===== src/rtl/shift_cmd_seq.sv =====
// Command sequencer for the downstream shift register: streams a captured word onto sl/sr/din one bit per clock.
// Optional even-parity trailer cycle is enabled by defining SHIFT_CMD_PARITY_EN.
module shift_cmd_seq #(
   parameter int unsigned WIDTH = 8,
   parameter int unsigned LENW  = $clog2(WIDTH + 1)
) (
   input  logic             clk,
   input  logic             reset,
   input  logic             cmd_valid,
   output logic             cmd_ready,
   input  logic [WIDTH-1:0] cmd_data,
   input  logic             cmd_dir,
   input  logic [LENW-1:0]  cmd_len,
   output logic             sl,
   output logic             sr,
   output logic             din,
   output logic             busy,
   output logic             done
);

   typedef enum logic [1:0] {IDLE, SHIFT, DONE} state_t;

   localparam logic [LENW-1:0] WIDTH_L = LENW'(WIDTH);

   state_t           state_q, state_d;
   logic [WIDTH-1:0] buf_q, buf_d;
   logic [LENW-1:0]  cnt_q, cnt_d;
   logic             dir_q, dir_d;
   logic             sl_q, sl_d, sr_q, sr_d, din_q, din_d;
   logic             busy_q, busy_d, done_q, done_d, ready_q, ready_d;
   logic [LENW-1:0]  eff_len;
   logic [WIDTH-1:0] load_buf;
`ifdef SHIFT_CMD_PARITY_EN
   logic             par_q, par_d, psent_q, psent_d;
`endif

   function automatic logic head_bit(input logic [WIDTH-1:0] b, input logic dir);
      return dir ? b[0] : b[WIDTH-1];
   endfunction

   function automatic logic [WIDTH-1:0] advance(input logic [WIDTH-1:0] b, input logic dir);
      return dir ? (b >> 1) : (b << 1);
   endfunction

   always_comb begin
      eff_len = cmd_len;
      if (cmd_len == '0 || cmd_len > WIDTH_L) eff_len = WIDTH_L;
      // Left shifts emit MSB first from bit L-1, so pre-align the word to the top.
      load_buf = cmd_dir ? cmd_data : (cmd_data << (WIDTH_L - eff_len));
   end

   always_comb begin
      state_d = state_q;
      buf_d   = buf_q;
      cnt_d   = cnt_q;
      dir_d   = dir_q;
      sl_d    = 1'b0;
      sr_d    = 1'b0;
      din_d   = 1'b0;
      busy_d  = 1'b0;
      done_d  = 1'b0;
      ready_d = 1'b0;
`ifdef SHIFT_CMD_PARITY_EN
      par_d   = par_q;
      psent_d = psent_q;
`endif
      case (state_q)
         IDLE: begin
            if (cmd_valid && ready_q) begin
               state_d = SHIFT;
               dir_d   = cmd_dir;
               din_d   = head_bit(load_buf, cmd_dir);
               buf_d   = advance(load_buf, cmd_dir);
               cnt_d   = eff_len - LENW'(1);
               sl_d    = ~cmd_dir;
               sr_d    = cmd_dir;
               busy_d  = 1'b1;
`ifdef SHIFT_CMD_PARITY_EN
               par_d   = head_bit(load_buf, cmd_dir);
               psent_d = 1'b0;
`endif
            end else begin
               ready_d = 1'b1;
            end
         end
         SHIFT: begin
            busy_d = 1'b1;
            if (cnt_q != '0) begin
               din_d = head_bit(buf_q, dir_q);
               buf_d = advance(buf_q, dir_q);
               cnt_d = cnt_q - LENW'(1);
               sl_d  = ~dir_q;
               sr_d  = dir_q;
`ifdef SHIFT_CMD_PARITY_EN
               par_d = par_q ^ head_bit(buf_q, dir_q);
            end else if (!psent_q) begin
               din_d   = par_q;
               sl_d    = ~dir_q;
               sr_d    = dir_q;
               psent_d = 1'b1;
`endif
            end else begin
               state_d = DONE;
               done_d  = 1'b1;
            end
         end
         DONE: begin
            state_d = IDLE;
            ready_d = 1'b1;
         end
         default: state_d = IDLE;
      endcase
   end

   always_ff @(posedge clk or negedge reset) begin
      if (!reset) begin
         state_q <= IDLE;
         buf_q   <= '0;
         cnt_q   <= '0;
         dir_q   <= 1'b0;
         sl_q    <= 1'b0;
         sr_q    <= 1'b0;
         din_q   <= 1'b0;
         busy_q  <= 1'b0;
         done_q  <= 1'b0;
         ready_q <= 1'b0;
`ifdef SHIFT_CMD_PARITY_EN
         par_q   <= 1'b0;
         psent_q <= 1'b0;
`endif
      end else begin
         state_q <= state_d;
         buf_q   <= buf_d;
         cnt_q   <= cnt_d;
         dir_q   <= dir_d;
         sl_q    <= sl_d;
         sr_q    <= sr_d;
         din_q   <= din_d;
         busy_q  <= busy_d;
         done_q  <= done_d;
         ready_q <= ready_d;
`ifdef SHIFT_CMD_PARITY_EN
         par_q   <= par_d;
         psent_q <= psent_d;
`endif
      end
   end

   assign cmd_ready = ready_q;
   assign sl        = sl_q;
   assign sr        = sr_q;
   assign din       = din_q;
   assign busy      = busy_q;
   assign done      = done_q;

endmodule


===== config.mk =====
export PLATFORM = sky130hd
export DESIGN_NAME = shift_cmd_seq
export DESIGN_NICKNAME = d
export VERILOG_FILES = /design/src/rtl/shift_cmd_seq.sv
export SDC_FILE = /design/constraint.sdc
export NUM_CORES = 1
export LEC_CHECK = 0
export CORE_MARGIN = 10
export CORE_UTILIZATION = 35
export DETAILED_ROUTE_END_ITERATION = 16
export SYNTH_ARGS = -nofsm -noshare
export SYNTH_HDL_FRONTEND = slang
export SYNTH_SLANG_ARGS = --single-unit

===== constraint.sdc =====
create_clock -name clk -period 2.09 [get_ports clk]
set_input_delay 0.627 -clock clk [delete_from_list [all_inputs] [get_ports clk]]
set_output_delay 0.627 -clock clk [all_outputs]
set_load 0.02 [all_outputs]

==> results.sh <==
export IMPL_cts_tree="done"
export IMPL_drive_gt1_share_pct=26.5
export IMPL_async_flop_share_pct=100
export IMPL_cts_sinks=21
export IMPL_synthCells=163
export IMPL_synth_edff_count=0
export IMPL_cts_made_buffers=3
export IMPL_nNetsFinal=230
export IMPL_synth_top_flop_cell="dfrtp_1"
export IMPL_num_vias=1385
export IMPL_synth_most_common_cell="dfrtp_1"
export IMPL_fin_crit_sh_pct=95.8
export IMPL_slew_viol_final=0
export IMPL_power_leakage_nw=0.878
export IMPL_ys_ff_latch=21
export IMPL_h_tree_depth=1
export IMPL_grt_pass1_vias=1409
export IMPL_wire_per_inst_um=14.5
export IMPL_reg_top3="buf_q x8, cnt_q x4, state_q x2"
export IMPL_use_met1_pct=14.5
export IMPL_syn_avg_cell_area_um2=8.84
export IMPL_arrival_ps=2150
export IMPL_met3_usage_pct=2.80
export IMPL_diodes=0
export IMPL_startpoint_type="primary input"
export IMPL_place_ws_ps=-708
export IMPL_dpl_hpwl_um=2970
export IMPL_setup_violations=0
export IMPL_syn_area_um2=1440
export IMPL_status="finished, final reports clean"
export IMPL_areaGrowthSynthToFinish_pct=38.6
export IMPL_yosysWarnings=0
export IMPL_fin_crit_ps=2000
export IMPL_grt_pass1_wl_um=6670
export IMPL_power_mw=2.35
export IMPL_detail_route_iter0_violations=124
export IMPL_largest_reg_flops=8
export IMPL_routabilityCongestion=0.856
export IMPL_yosysTopAreaCellShare_pct=36.5
export IMPL_portBuffers=21
export IMPL_layout_setup_ws_ps=87.6
export IMPL_hold_class="reg2reg"
export IMPL_p_per_area_nw_per_um2=1170
export IMPL_yosys_top_cells_area="dfrtp_1, mux2i_1, a21oi_1"
export IMPL_wl_um=3780
export IMPL_synth_distinct_cells=41
export IMPL_track_usage_pct=11.0
export IMPL_cts_root_buf="clkbuf_8"
export IMPL_ios=22
export IMPL_synth_top_cell_by_area="dfrtp_1"
export IMPL_regMostFlops="buf_q"
export IMPL_path_clk_slew_ps=80
export IMPL_clock_path_buffers=2
export IMPL_holdBufCountCts=0
export IMPL_grt_max_degree=22
export IMPL_first_pass_iters=6
export IMPL_start_util_pct=36.0
export IMPL_fp_row_count=23
export IMPL_skew_ps=5.12
export IMPL_end_kind="flop"
export IMPL_hold_violations=0
export IMPL_via_per_inst=5.31
export IMPL_ys_seq_area_share_pct=36.5
export IMPL_drc_errors=0
export IMPL_overflow=0
export IMPL_met2_usage_pct=16.3
export IMPL_synth_fp_nets=181
export IMPL_die_x_um=84.2
export IMPL_crit_fanout=2
export IMPL_crit_required_ps=2240
export IMPL_antenna_left=0
export IMPL_clkLatencyLatePin_ps=270
export IMPL_die_height_um=84.2
export IMPL_antenna_found_initial=0
export IMPL_slew_headroom_pct=66.9
export IMPL_max_freq_mhz=499
export IMPL_cap_viol_max_count=0
export IMPL_busiest_layer="met2"
export IMPL_die_area_um2=7090
export IMPL_peakVddDrop_mv=0.398
export IMPL_netlist_top_cells_count="dfrtp_1, nand2_1, nor2_1"
export IMPL_path_class="in2reg"
export IMPL_r2r_slack_ps=290
export IMPL_core_area_um2=4000
export IMPL_tightest_slew_ps=497
-- final timing paths --
kind                                             start              endpoint  cells after the start
worst min register to register  state_q[0]$_DFFE_PN0P_   cmd_ready$_DFF_PN0_                      1
worst max register to register    cnt_q[1]$_DFFE_PN0P_  buf_q[2]$_DFFE_PN0P_                      5
min in group asynchronous                        reset   cmd_ready$_DFF_PN0_                      2
max in group asynchronous                        reset  buf_q[5]$_DFFE_PN0P_                      2
worst max-delay path                        cmd_len[0]  buf_q[6]$_DFFE_PN0P_                      9
worst min-delay path            state_q[0]$_DFFE_PN0P_   cmd_ready$_DFF_PN0_                      1
-- cell usage in the layout, fill, tap and decap left out, drive strengths merged, types with 2 or more instances in the layout --
master         instances
a21oi                 17
a31oi                  6
a32oi                  2
buf                   35
clkbuf                 3
clkdlybuf4s50         17
dfrtp                 21
ha                     2
inv                    3
mux2                   3
mux2i                 14
nand2                 17
nand2b                 5
nand3                  7
nor2                  17
nor2b                  2
nor3                   5
nor3b                  2
o21ai                 14
or4                    2
xor2                   2
-- cell families (layout without fill, tap and decap cells) --
| logic type | count (synthesis) | count (layout) | share of synthesized area [%] |
|---|---|---|---|
| buf+inv | 13 | 61 | 5.56 |
| fa+ha+maj | 2 | 2 | 1.74 |
| mux | 18 | 18 | 13.6 |
| simple gates | 62 | 62 | 21.3 |
| compound gates | 45 | 45 | 19.6 |
| flops | 21 | 21 | 36.5 |
| xor+xnor | 2 | 2 | 1.74 |
-- metrics by stage --
step / instances / area, um2 / hold WS, ps / utilization (%) / setup TNS, ps
2_1_floorplan: 163 / 1480 / 331 / - / -485
3_3_place_gp: 254 / 1910 / 488 / 47.8 / -4850
3_5_place_dp: 254 / 1910 / 499 / 47.8 / -5750
4_1_cts: 261 / 1990 / 514 / 49.8 / 0
5_1_grt: 261 / 2000 / 539 / 50.0 / -14.2
6_report: 261 / 2000 / 511 / 50.0 / 0
-- layout make-up --
| cell class | count | area, um2 |
|---|---|---|
| Fill cell | 372 | 2000 |
| Multi-Input combinational cell | 129 | 886 |
| Sequential cell | 21 | 526 |
| Timing Repair Buffer | 54 | 462 |
| Tap cell | 50 | 62.6 |
| Clock buffer | 3 | 41.3 |
| Inverter | 3 | 16.3 |
| Clock inverter | 1 | 5.00 |
-- critical path, cell delays in order --
cell and delay, ps:
buf_2 100, nor2b_4 180, inv_6 40, ha_4 180, xor2_4 160, mux2_4 310
a221o_1 330, nor3_1 130, o21ai_0 100
-- metal layers --
layer	vias to the layer above	part of all wire (%)
met4	0	1.9
li1	685	-
met2	47	45
met5	-	0
met3	5	6.3
met1	648	47
-- power breakdown --
part           switching (mW)  leakage [nW]  internal (mW)
combinational           0.678         0.590          0.630
sequential              0.172         0.262          0.593
clock                   0.142        0.0255          0.133
-- repair_timing --
action                     in CTS  in global routing
setup endpoints to repair       9                  4
pin swaps                       3                  3
resized for setup              13                  3
buffers inserted                3                  1
No activity file was read; power rests on OpenSTA's default activity.
